===== config.mk =====
export PLATFORM = sky130hd
export DESIGN_NAME = room_sequencer_flat
export DESIGN_NICKNAME = d
export VERILOG_FILES = /design/src/rtl/room_sequencer_pkg.sv /design/src/rtl/room_sequencer_if.sv /design/src/rtl/room_sequencer_dir_priority.sv /design/src/rtl/room_sequencer.sv /design/src/flat_wrapper.sv
export SDC_FILE = /design/constraint.sdc
export NUM_CORES = 1
export LEC_CHECK = 0
export BUFFER_PORTS_ARGS = -buffer_cell sky130_fd_sc_hd__buf_2
export CORE_ASPECT_RATIO = 1.4
export CORE_MARGIN = 3
export CORE_UTILIZATION = 60
export CTS_CLUSTER_DIAMETER = 80
export DETAILED_ROUTE_END_ITERATION = 6
export HOLD_SLACK_MARGIN = 0.08
export PLACE_DENSITY = 0.83
export SYNTH_ARGS = -nofsm -noshare
export SYNTH_HDL_FRONTEND = slang
export SYNTH_HIERARCHICAL = 1
export SYNTH_SLANG_ARGS = --single-unit

===== constraint.sdc =====
create_clock -name CLOCK_25 -period 5.29 [get_ports CLOCK_25]
set_input_delay 1.058 -clock CLOCK_25 [delete_from_list [all_inputs] [get_ports CLOCK_25]]
set_output_delay 1.058 -clock CLOCK_25 [all_outputs]
set_load 0.05 [all_outputs]

===== src/rtl/room_sequencer_pkg.sv =====
// Shared constants and types for the maze room sequencer: playfield bounds,
// reset position, FSM state and direction encodings.
package meikyuu_pkg;

  localparam int unsigned COORD_W = 10;
  localparam int unsigned ROOM_W  = 2;

  localparam int unsigned X_MIN = 97;
  localparam int unsigned X_MAX = 736;
  localparam int unsigned Y_MIN = 3;
  localparam int unsigned Y_MAX = 482;

  localparam int unsigned RESET_X    = 400;
  localparam int unsigned RESET_Y    = 240;
  localparam int unsigned RESET_ROOM = 1;

  typedef enum logic [2:0] {
    IDLE,
    PROPOSE,
    CHECK,
    COMMIT,
    FADE
  } state_t;

  typedef enum logic [1:0] {
    DIR_UP,
    DIR_DOWN,
    DIR_LEFT,
    DIR_RIGHT
  } dir_t;

endpackage


===== src/rtl/room_sequencer_if.sv =====
// Frame/button/wall-test handshake and position outputs of the room sequencer.
interface room_sequencer_if;
  import meikyuu_pkg::*;

  logic               frame_tick;
  logic               btn_up;
  logic               btn_down;
  logic               btn_left;
  logic               btn_right;
  logic               collision;
  logic [COORD_W-1:0] cand_x;
  logic [COORD_W-1:0] cand_y;
  logic               cand_valid;
  logic [COORD_W-1:0] x_pos;
  logic [COORD_W-1:0] y_pos;
  logic [ROOM_W-1:0]  room_x;
  logic [ROOM_W-1:0]  room_y;
  logic               transition;

  modport master (
    output frame_tick, btn_up, btn_down, btn_left, btn_right, collision,
    input  cand_x, cand_y, cand_valid, x_pos, y_pos, room_x, room_y, transition
  );

  modport slave (
    input  frame_tick, btn_up, btn_down, btn_left, btn_right, collision,
    output cand_x, cand_y, cand_valid, x_pos, y_pos, room_x, room_y, transition
  );
endinterface


===== src/rtl/room_sequencer_dir_priority.sv =====
// Encodes the four direction buttons into one direction (up > down > left > right).
module dir_priority
  import meikyuu_pkg::*;
(
  input  logic up,
  input  logic down,
  input  logic left,
  input  logic right,
  output dir_t dir_c,
  output logic valid_c
);

  always_comb begin
    dir_c = DIR_RIGHT;
    if (up)        dir_c = DIR_UP;
    else if (down) dir_c = DIR_DOWN;
    else if (left) dir_c = DIR_LEFT;
  end

  assign valid_c = up | down | left | right;

endmodule


===== src/rtl/room_sequencer.sv =====
// Player movement and room-change sequencer for the maze game.
// Build option: define MEIKYUU_WRAP_EN to wrap the room index at the grid border.
module room_sequencer
  import meikyuu_pkg::*;
#(
  parameter int unsigned STEP        = 2,
  parameter int unsigned SPRITE      = 16,
  parameter int unsigned FADE_FRAMES = 8,
  parameter int unsigned GRID        = 3
) (
  input logic             CLOCK_25,
  input logic             reset,
  room_sequencer_if.slave bus
);

  localparam int unsigned CAND_W = COORD_W + 1;
  localparam int unsigned FCNT_W = (FADE_FRAMES > 1) ? $clog2(FADE_FRAMES) : 1;

  state_t                   state;
  dir_t                     dir_q;
  dir_t                     dir_c;
  logic                     dir_valid_c;
  logic signed [CAND_W-1:0] cand_x_q, cand_y_q;
  logic signed [CAND_W-1:0] next_cx_c, next_cy_c;
  logic [COORD_W-1:0]       x_q, y_q, edge_coord_c;
  logic [ROOM_W-1:0]        room_x_q, room_y_q, room_cur_c, room_next_c;
  logic                     cand_valid_q, transition_q;
  logic [FCNT_W-1:0]        fade_cnt;
  logic                     in_bounds_c, on_x_c, low_edge_c, at_border_c, can_cross_c;

  dir_priority u_dir (
    .up      (bus.btn_up),
    .down    (bus.btn_down),
    .left    (bus.btn_left),
    .right   (bus.btn_right),
    .dir_c   (dir_c),
    .valid_c (dir_valid_c)
  );

  // Candidate comes from the live buttons so it is presented the cycle after frame_tick.
  always_comb begin
    next_cx_c = $signed({1'b0, x_q});
    next_cy_c = $signed({1'b0, y_q});
    case (dir_c)
      DIR_UP:    next_cy_c = $signed({1'b0, y_q}) - $signed(CAND_W'(STEP));
      DIR_DOWN:  next_cy_c = $signed({1'b0, y_q}) + $signed(CAND_W'(STEP));
      DIR_LEFT:  next_cx_c = $signed({1'b0, x_q}) - $signed(CAND_W'(STEP));
      default:   next_cx_c = $signed({1'b0, x_q}) + $signed(CAND_W'(STEP));
    endcase
  end

  // Bounds test on the held candidate and the room step for an edge crossing.
  always_comb begin
    in_bounds_c = (int'(cand_x_q) >= int'(X_MIN)) &&
                  (int'(cand_x_q) + int'(SPRITE) <= int'(X_MAX)) &&
                  (int'(cand_y_q) >= int'(Y_MIN)) &&
                  (int'(cand_y_q) + int'(SPRITE) <= int'(Y_MAX));
    on_x_c      = (dir_q == DIR_LEFT) || (dir_q == DIR_RIGHT);
    low_edge_c  = (dir_q == DIR_LEFT) || (dir_q == DIR_UP);
    room_cur_c  = on_x_c ? room_x_q : room_y_q;
    at_border_c = low_edge_c ? (room_cur_c == '0) : (room_cur_c == ROOM_W'(GRID - 1));
    room_next_c = low_edge_c ? room_cur_c - ROOM_W'(1) : room_cur_c + ROOM_W'(1);
`ifdef MEIKYUU_WRAP_EN
    if (at_border_c) room_next_c = low_edge_c ? ROOM_W'(GRID - 1) : '0;
    can_cross_c = 1'b1;
`else
    can_cross_c = !at_border_c;
`endif
    if (on_x_c) edge_coord_c = low_edge_c ? COORD_W'(X_MAX - SPRITE) : COORD_W'(X_MIN);
    else        edge_coord_c = low_edge_c ? COORD_W'(Y_MAX - SPRITE) : COORD_W'(Y_MIN);
  end

  always_ff @(posedge CLOCK_25 or posedge reset) begin
    if (reset) begin
      state        <= IDLE;
      dir_q        <= DIR_UP;
      cand_x_q     <= '0;
      cand_y_q     <= '0;
      cand_valid_q <= 1'b0;
      x_q          <= COORD_W'(RESET_X);
      y_q          <= COORD_W'(RESET_Y);
      room_x_q     <= ROOM_W'(RESET_ROOM);
      room_y_q     <= ROOM_W'(RESET_ROOM);
      transition_q <= 1'b0;
      fade_cnt     <= '0;
    end else begin
      cand_valid_q <= 1'b0;
      case (state)
        IDLE: begin
          if (bus.frame_tick && dir_valid_c) begin
            dir_q        <= dir_c;
            cand_x_q     <= next_cx_c;
            cand_y_q     <= next_cy_c;
            cand_valid_q <= 1'b1;
            state        <= PROPOSE;
          end
        end
        PROPOSE: state <= CHECK;
        CHECK: begin
          if (bus.collision) begin
            state <= IDLE;
          end else begin
            // Position/room land on entry to COMMIT; COMMIT then routes to FADE or IDLE.
            state <= COMMIT;
            if (in_bounds_c) begin
              x_q <= cand_x_q[COORD_W-1:0];
              y_q <= cand_y_q[COORD_W-1:0];
            end else if (can_cross_c) begin
              transition_q <= 1'b1;
              if (on_x_c) begin
                room_x_q <= room_next_c;
                x_q      <= edge_coord_c;
              end else begin
                room_y_q <= room_next_c;
                y_q      <= edge_coord_c;
              end
            end
          end
        end
        COMMIT: state <= transition_q ? FADE : IDLE;
        FADE: begin
          if (bus.frame_tick) begin
            if (fade_cnt == FCNT_W'(FADE_FRAMES - 1)) begin
              fade_cnt     <= '0;
              transition_q <= 1'b0;
              state        <= IDLE;
            end else begin
              fade_cnt <= fade_cnt + FCNT_W'(1);
            end
          end
        end
        default: state <= IDLE;
      endcase
    end
  end

  assign bus.cand_x     = cand_x_q[COORD_W-1:0];
  assign bus.cand_y     = cand_y_q[COORD_W-1:0];
  assign bus.cand_valid = cand_valid_q;
  assign bus.x_pos      = x_q;
  assign bus.y_pos      = y_q;
  assign bus.room_x     = room_x_q;
  assign bus.room_y     = room_y_q;
  assign bus.transition = transition_q;

endmodule


===== src/flat_wrapper.sv =====
// flat-port wrapper written by rule: the top's interface ports become plain ports
module room_sequencer_flat import meikyuu_pkg::*;
#(
  parameter int unsigned STEP        = 2,
  parameter int unsigned SPRITE      = 16,
  parameter int unsigned FADE_FRAMES = 8,
  parameter int unsigned GRID        = 3
)
  (CLOCK_25, reset, bus_frame_tick, bus_btn_up, bus_btn_down, bus_btn_left, bus_btn_right, bus_collision, bus_cand_x, bus_cand_y, bus_cand_valid, bus_x_pos, bus_y_pos, bus_room_x, bus_room_y, bus_transition);
  room_sequencer_if bus_i ();
  input logic CLOCK_25;
  input logic reset;
  input wire logic [$bits(bus_i.frame_tick)-1:0] bus_frame_tick;
  input wire logic [$bits(bus_i.btn_up)-1:0] bus_btn_up;
  input wire logic [$bits(bus_i.btn_down)-1:0] bus_btn_down;
  input wire logic [$bits(bus_i.btn_left)-1:0] bus_btn_left;
  input wire logic [$bits(bus_i.btn_right)-1:0] bus_btn_right;
  input wire logic [$bits(bus_i.collision)-1:0] bus_collision;
  output wire logic [$bits(bus_i.cand_x)-1:0] bus_cand_x;
  output wire logic [$bits(bus_i.cand_y)-1:0] bus_cand_y;
  output wire logic [$bits(bus_i.cand_valid)-1:0] bus_cand_valid;
  output wire logic [$bits(bus_i.x_pos)-1:0] bus_x_pos;
  output wire logic [$bits(bus_i.y_pos)-1:0] bus_y_pos;
  output wire logic [$bits(bus_i.room_x)-1:0] bus_room_x;
  output wire logic [$bits(bus_i.room_y)-1:0] bus_room_y;
  output wire logic [$bits(bus_i.transition)-1:0] bus_transition;
  assign bus_i.frame_tick = bus_frame_tick;
  assign bus_i.btn_up = bus_btn_up;
  assign bus_i.btn_down = bus_btn_down;
  assign bus_i.btn_left = bus_btn_left;
  assign bus_i.btn_right = bus_btn_right;
  assign bus_i.collision = bus_collision;
  assign bus_cand_x = bus_i.cand_x;
  assign bus_cand_y = bus_i.cand_y;
  assign bus_cand_valid = bus_i.cand_valid;
  assign bus_x_pos = bus_i.x_pos;
  assign bus_y_pos = bus_i.y_pos;
  assign bus_room_x = bus_i.room_x;
  assign bus_room_y = bus_i.room_y;
  assign bus_transition = bus_i.transition;
  room_sequencer #(.STEP(STEP), .SPRITE(SPRITE), .FADE_FRAMES(FADE_FRAMES), .GRID(GRID)) u_core (.CLOCK_25(CLOCK_25), .reset(reset), .bus(bus_i));
endmodule

# After elaboration in Yosys (flattened, before gate mapping)
# Index checks and enable logic that the tools add are counted.
[word_totals] regBits=56 latch_bits=0 mem_bits_rw=0 mem_bits_ro=0 in_bits=8 output_inout_bits=46 elab_cells=102 memories=0
[classes] add_sub_neg=9 n_mul=0 n_div=0 n_lt_le_gt_ge=4 n_eq_ne=18 shift=0 mux=32 bitwise=7 reduce_logical=21
[op_table] operator="two-way mux 10 bit" n=8
[op_table] operator="one-hot mux 11 bit (2 select lines)" n=2
[op_table] operator="<= comparator 32 x 10 -> 1 bit, second input constant" n=1
[op_table] operator="<= comparator 32 x 11 -> 1 bit, second input constant" n=1
[op_table] operator="adder 11 x 6 -> 12 bit, second input constant" n=2
[op_table] operator="adder 10 x 2 -> 11 bit, second input constant" n=2
[op_table] operator="subtractor 10 x 2 -> 11 bit, second input constant" n=2
[op_table] operator="two-way mux 3 bit" n=5
[op_table] operator="one-hot mux 3 bit (5 select lines)" n=1
[op_table] operator=">= comparator 11 x 3 -> 1 bit, second input constant" n=1
[op_table] operator=">= comparator 11 x 8 -> 1 bit, second input constant" n=1
[op_table] operator="two-way mux 2 bit" n=5
[op_table] operator="AND reduction 5 bit" n=2
[op_table] operator="two-way mux 1 bit" n=9
[op_table] operator="two-way mux 9 bit" n=1
[op_table] operator="== test 2 bit, second input constant" n=4
[op_table] operator="!= test 2 x 1 -> 1 bit, second input constant" n=4
[op_table] operator="!= test 2 bit, second input constant" n=4
[op_table] operator="AND reduction 4 bit" n=2
[op_table] operator="== test 3 x 2 -> 1 bit, second input constant" n=2
[op_table] operator="== test 3 bit, second input constant" n=2
[op_table] operator="zero test 2 bit" n=3
[op_table] operator="AND reduction 6 bit" n=1
[op_table] operator="logical AND 1 bit" n=4
[op_table] operator="14 further kinds" n=22

# Longest topological paths before layout
[depth] word_depth=9 depth_mapped=12 depth_no_buf=12

# Modules after synthesis
# The synthesis kept the hierarchy.
[by_module_without_submodules] module="room_sequencer" instances=1 cells_per_inst=368 area_each_um2=3547.2 seq_area_each_um2=1412.6
[by_module_without_submodules] module="dir_priority" instances=1 cells_per_inst=5 area_each_um2=26.3 seq_area_each_um2=0.0

# Worst setup path after synthesis
# Ideal clock, no wire load.
[synth_timing] kind="input port to flip-flop" startpoint="input bus_btn_down" endpoint="register u_core.cand_x_q[10]" setup_ns=0.120 t_arrival_ns=3.704 required_time_ns=5.170 setup_slack_ns=1.466 cell_stages=12 n_path_buf=1 cell_sequence="nor2_2 buf_1 nand2b_1 inv_1 ha_1 a21o_1 a21o_1 a2111oi_2 nor3_1 a2111oi_2 xor2_1 a31o_2"
[synth_between] elab_chain_len=5 elab_cells_between_ends=12 cone_classes="eq/ne (2); mux (3); bitwise (3); reduce/logical (4)"
[synth_rtl] element="start: declaration" line="flat_wrapper.sv:15" source="input wire logic [$bits(bus_i.btn_down)-1:0] bus_btn_down;"
[synth_rtl] element="two-way mux 2 bit / bitwise OR 1 bit (equally long branches)" line="room_sequencer_dir_priority.sv:16, room_sequencer_dir_priority.sv:20"
[synth_rtl] element="two-way mux 2 bit / bitwise OR 1 bit (equally long branches)" line="room_sequencer_dir_priority.sv:15, room_sequencer_dir_priority.sv:20"
[synth_rtl] element="== test 2 x 1 -> 1 bit, or another cell as far along" line="room_sequencer.sv:44" source="case (dir_c)"
[synth_rtl] element="OR reduction 2 bit (no source line) / logical AND 1 bit (equally long branches)"
[synth_rtl] element="one-hot mux 11 bit (2 select lines) / AND reduction 2 bit (equally long branches)"
[synth_rtl] element="end signal: assignment" line="room_sequencer.sv:92" source="cand_x_q <= next_cx_c;"
[synth_rtl] element="end: declaration" line="room_sequencer.sv:23" source="logic signed [CAND_W-1:0] cand_x_q, cand_y_q;"
# Parallel ways exist; a longest one is shown, timed or not.
# A chain may end at the register's enable or synchronous reset.

# Worst setup path after layout
[layout_timing] startpoint="input bus_btn_down" endpoint="register u_core.cand_y_q[10]"
[layout_between] elab_cells_between_ends=10 cone_classes="eq/ne (1); mux (3); bitwise (3); reduce/logical (3)"
[layout_rtl] element="two-way mux 2 bit *" line="room_sequencer_dir_priority.sv:16" source="else if (down) dir_c = DIR_DOWN;"
[layout_rtl] element="two-way mux 2 bit *" line="room_sequencer_dir_priority.sv:15" source="if (up) dir_c = DIR_UP;"
[layout_rtl] element="via u_core.dir_c[1]" line="room_sequencer.sv:21" source="dir_t dir_c;"
[layout_rtl] element="== test 2 x 1 -> 1 bit / zero test 2 bit (equally long branches)" line="room_sequencer.sv:44"
[layout_rtl] element="one-hot mux 11 bit (2 select lines) *" line="room_sequencer.sv:44"
[layout_rtl] element="end signal: assignment" line="room_sequencer.sv:93" source="cand_y_q <= next_cy_c;"
[layout_rtl] element="end: declaration" line="room_sequencer.sv:23"
# Mark *: on every way through the listed nets, which the timed path passes. The rest lies on a longest branch.

==> results.md <==
- Die height: 97.3 um
- Number of antenna diodes: 0
- Ys flop type: dfrtp_1
- Crit Path Max Fanout: 33
- Synth top area share: 32.9%
- Setup repair after global routing missed its margin: false
- Signal arrival time at the worst endpoint: 4.04 ns
- Crit path capture type: flop
- Worst slew slack as a fraction of its limit: 41.4%
- Synth unique cells: 62
- Worst skew pair latency: 0.31 ns
- Cell count after synthesis: 373
- Synthesis-stage register bit count: 56
- Post-route minimum period: 3.82 ns
- Cell breakdown of the critical path: buf_2, nor2_2, buf_4, nand2b_1, ha_1, a21o_1, a21o_1, a2111oi_2, nor3_1, a2111o_1, xor2_1, o31ai_1
- Number of antenna violations at the first check in global routing: 0
- Worst path slowest cell: a2111oi_2
- Count of endpoints failing hold in the final timing report: 0
- Area Overhead vs Synth: 6.79%
- Proportion of synthesized flip-flops having asynchronous set or reset: 100%
- Nature of the critical path startpoint: input port
- Via total after detailed routing: 2846
- Pre-antenna DRT Iters: 4
- Top cells by area, synth: dfrtp_1, ha_1, dfstp_2
- Sequential fraction of the synthesis area: 39.5%
- Share of post-route cells with drive strength above 1: 22.4%
- Sum of net half-perimeters after detailed placement: 5.89 mm
- Fin. max-slew vios: 0
- Via count of the first global-routing pass: 2903
- Post-Layout Inst Area: 3820 sq um
- Hold Buf Count CTS: 0
- Worst Max-Slew Pin Slew: 0.877 ns
- Area taken by multi-input logic gates: 1890 sq um
- End-of-flow core utilization: 67.6%
- WS Path Type: in2reg
- CTS tree: done
- Class of the most critical hold timing path: reg2reg
- DRC violations left: 0
- Remaining global-route overflow: 0
- Core box area: 5650 sq um
- Max-cap viol count: 0
- Drt first-iter violations: 204
- Most common cell after layout, fill and taps aside: buf_2
- Count of input and output buffers: 53
- Critical Path Max Stage Delay: 0.42 ns
- Dpl cell area: 3720 sq um
- Buffers from clock root to sink, at most: 2
- Number of levels the H-tree was split into: 2
- Sequential Area: 1410 sq um
- Clk root buf: clkbuf_8
- Number of CTS-inserted buffers: 5
- Setup TNS: 0 ns
- Number of synthesized flops with an enable pin: 0
- Number of cell rows: 32
- Fillers: 469
- Wire length reported by the detailed router: 8.14 mm
- Critical path required time: 5.51 ns
- Mean instance size in the synthesized netlist: 9.58 sq um
- Crit path max-delay family: compound AO/OA/AOI/OAI gates
- Number of buffers added for setup after CTS: 0
- Finish-stage setup viols: 0
- CTS resizes: 0
- Number of warnings printed during yosys synthesis: 6
- Chip Width: 71.2 um
- Average detailed-routed wire length per instance: 17.3 um
- Outcome: finished, final reports clean
- Number of buffer and inverter instances along the worst setup path: 2
- Count of boundary I/O pins: 54
- Clock-pin slew reported for the worst setup and hold paths after clock tree synthesis: 0.09 ns
- Detail Route Antenna Nets: 0
- Largest net degree at the start of global routing: 57
- First-pass GRT wire length: 14.2 mm
- Clock tree skew after final layout: 0.0109 ns
- Total nets after synthesis: 404
- Routed via count divided by cell count: 6.06
- Global router's overall resource usage: 25.1%
- Leading cell types in the layout, fill and taps excluded: buf_2, dfrtp_1, nand2_1, o21ai_0, ha_1
- Initial core utilization: 63.3%
- Final GP Congestion: 0.964
- Net total in the final layout: 432
- Cell area after synthesis: 3570 sq um
- Fmax achieved: 0.262 GHz
- CTS sink count: 56
- Largest area contributor in the synthesized netlist: dfrtp_1
- Die outline area: 6930 sq um
- Most used cell along the critical path: a21o_1
- Final clock period utilization by the worst path: 72.2%
==> per-layer routing <==
| metal | share of wire, % | track usage, % | up-vias |
|---|---|---|---|
| met5 | 0 | 0 | - |
| met4 | 1.5 | 8.54 | 0 |
| met3 | 3.7 | 3.62 | 9 |
| met2 | 53 | 43.4 | 62 |
| met1 | 41 | 31.3 | 1413 |
| li1 | - | - | 1362 |
==> Yosys cell counts, drive strengths merged (4+ instances only) <==
master,n
a21o,6
a21oi,14
a22o,8
a2bb2oi,8
and2,5
and3,4
buf,27
clkbuf,8
dfrtp,47
dfstp,9
ha,21
inv,12
mux2i,12
nand2,44
nand2b,5
nand3,10
nor2,20
nor2b,4
nor3,7
nor3b,4
o21ai,35
xnor2,8
xor2,10
==> final timing paths <==
path	end	startpoint	cells after the start	slack (ns)
setup / recovery	u_core/cand_y_q[10]$_DFFE_PP0P_	bus_btn_down	12	1.47
hold / removal	u_core/cand_y_q[10]$_DFFE_PP0P_	u_core/cand_y_q[10]$_DFFE_PP0P_	2	0.51
setup reg to reg	u_core/bus.y_pos[0]$_DFFE_PP0P_	u_core/cand_x_q[2]$_DFFE_PP0P_	7	2.11
hold reg to reg	u_core/cand_y_q[10]$_DFFE_PP0P_	u_core/cand_y_q[10]$_DFFE_PP0P_	2	0.51
max in group asynchronous	u_core/bus.y_pos[9]$_DFFE_PP0P_	reset	3	3.90
min in group asynchronous	u_core/cand_x_q[3]$_DFFE_PP0P_	reset	3	0.92
==> tightest hold or removal path: cells and delay by family (launching register included) <==
kind | cells | cell delay [ns]
flip-flops | 1 | 0.36
AND/OR/NAND/NOR | 1 | 0.05
AO/OA/AOI/OAI | 1 | 0.06
==> stage by stage <==
stage	setup WS, ns	hold WS [ns]	std cells
floorplan	1.47	0.449	373
global placement	1.27	0.463	462
detailed placement	1.19	0.488	462
CTS	1.50	0.511	470
global route	1.28	0.532	470
finish	1.47	0.514	470
==> state kept, by name, summed over array words and instances, names as in the netlist <==
| signal | cells |
|---|---|
| u_core/dir_q | 2 |
| u_core/bus.room_y | 2 |
| u_core/bus.x_pos | 10 |
| u_core/cand_x_q | 11 |
| u_core/state | 3 |
| u_core/bus.y_pos | 10 |
| u_core/fade_cnt | 3 |
| u_core/cand_y_q | 11 |
| u_core/bus.transition | 1 |
| u_core/bus.room_x | 2 |
| u_core/bus.cand_valid | 1 |
==> final cells by class <==
class	count	area share, %
Sequential cell	56	37.0
Clock buffer	7	2.26
Tap cell	68	2.23
Clock inverter	1	0.197
Inverter	12	1.18
Timing Repair Buffer	56	7.54
Multi-Input combinational cell	270	49.6
==> kinds of logic (layout without fill, tap and decap cells) <==
family | Yosys count | after routing | synth area share [%]
fa+ha+maj | 23 | 23 | 8.47
simple gates | 114 | 114 | 15.9
mux | 15 | 15 | 4.31
compound gates | 100 | 100 | 19.9
buf+inv | 47 | 76 | 7.53
flops | 56 | 56 | 39.5
xor+xnor | 18 | 18 | 4.41
Power is not shown: default switching activity piles up to over one toggle a cycle in this logic, so the estimate is an artifact.
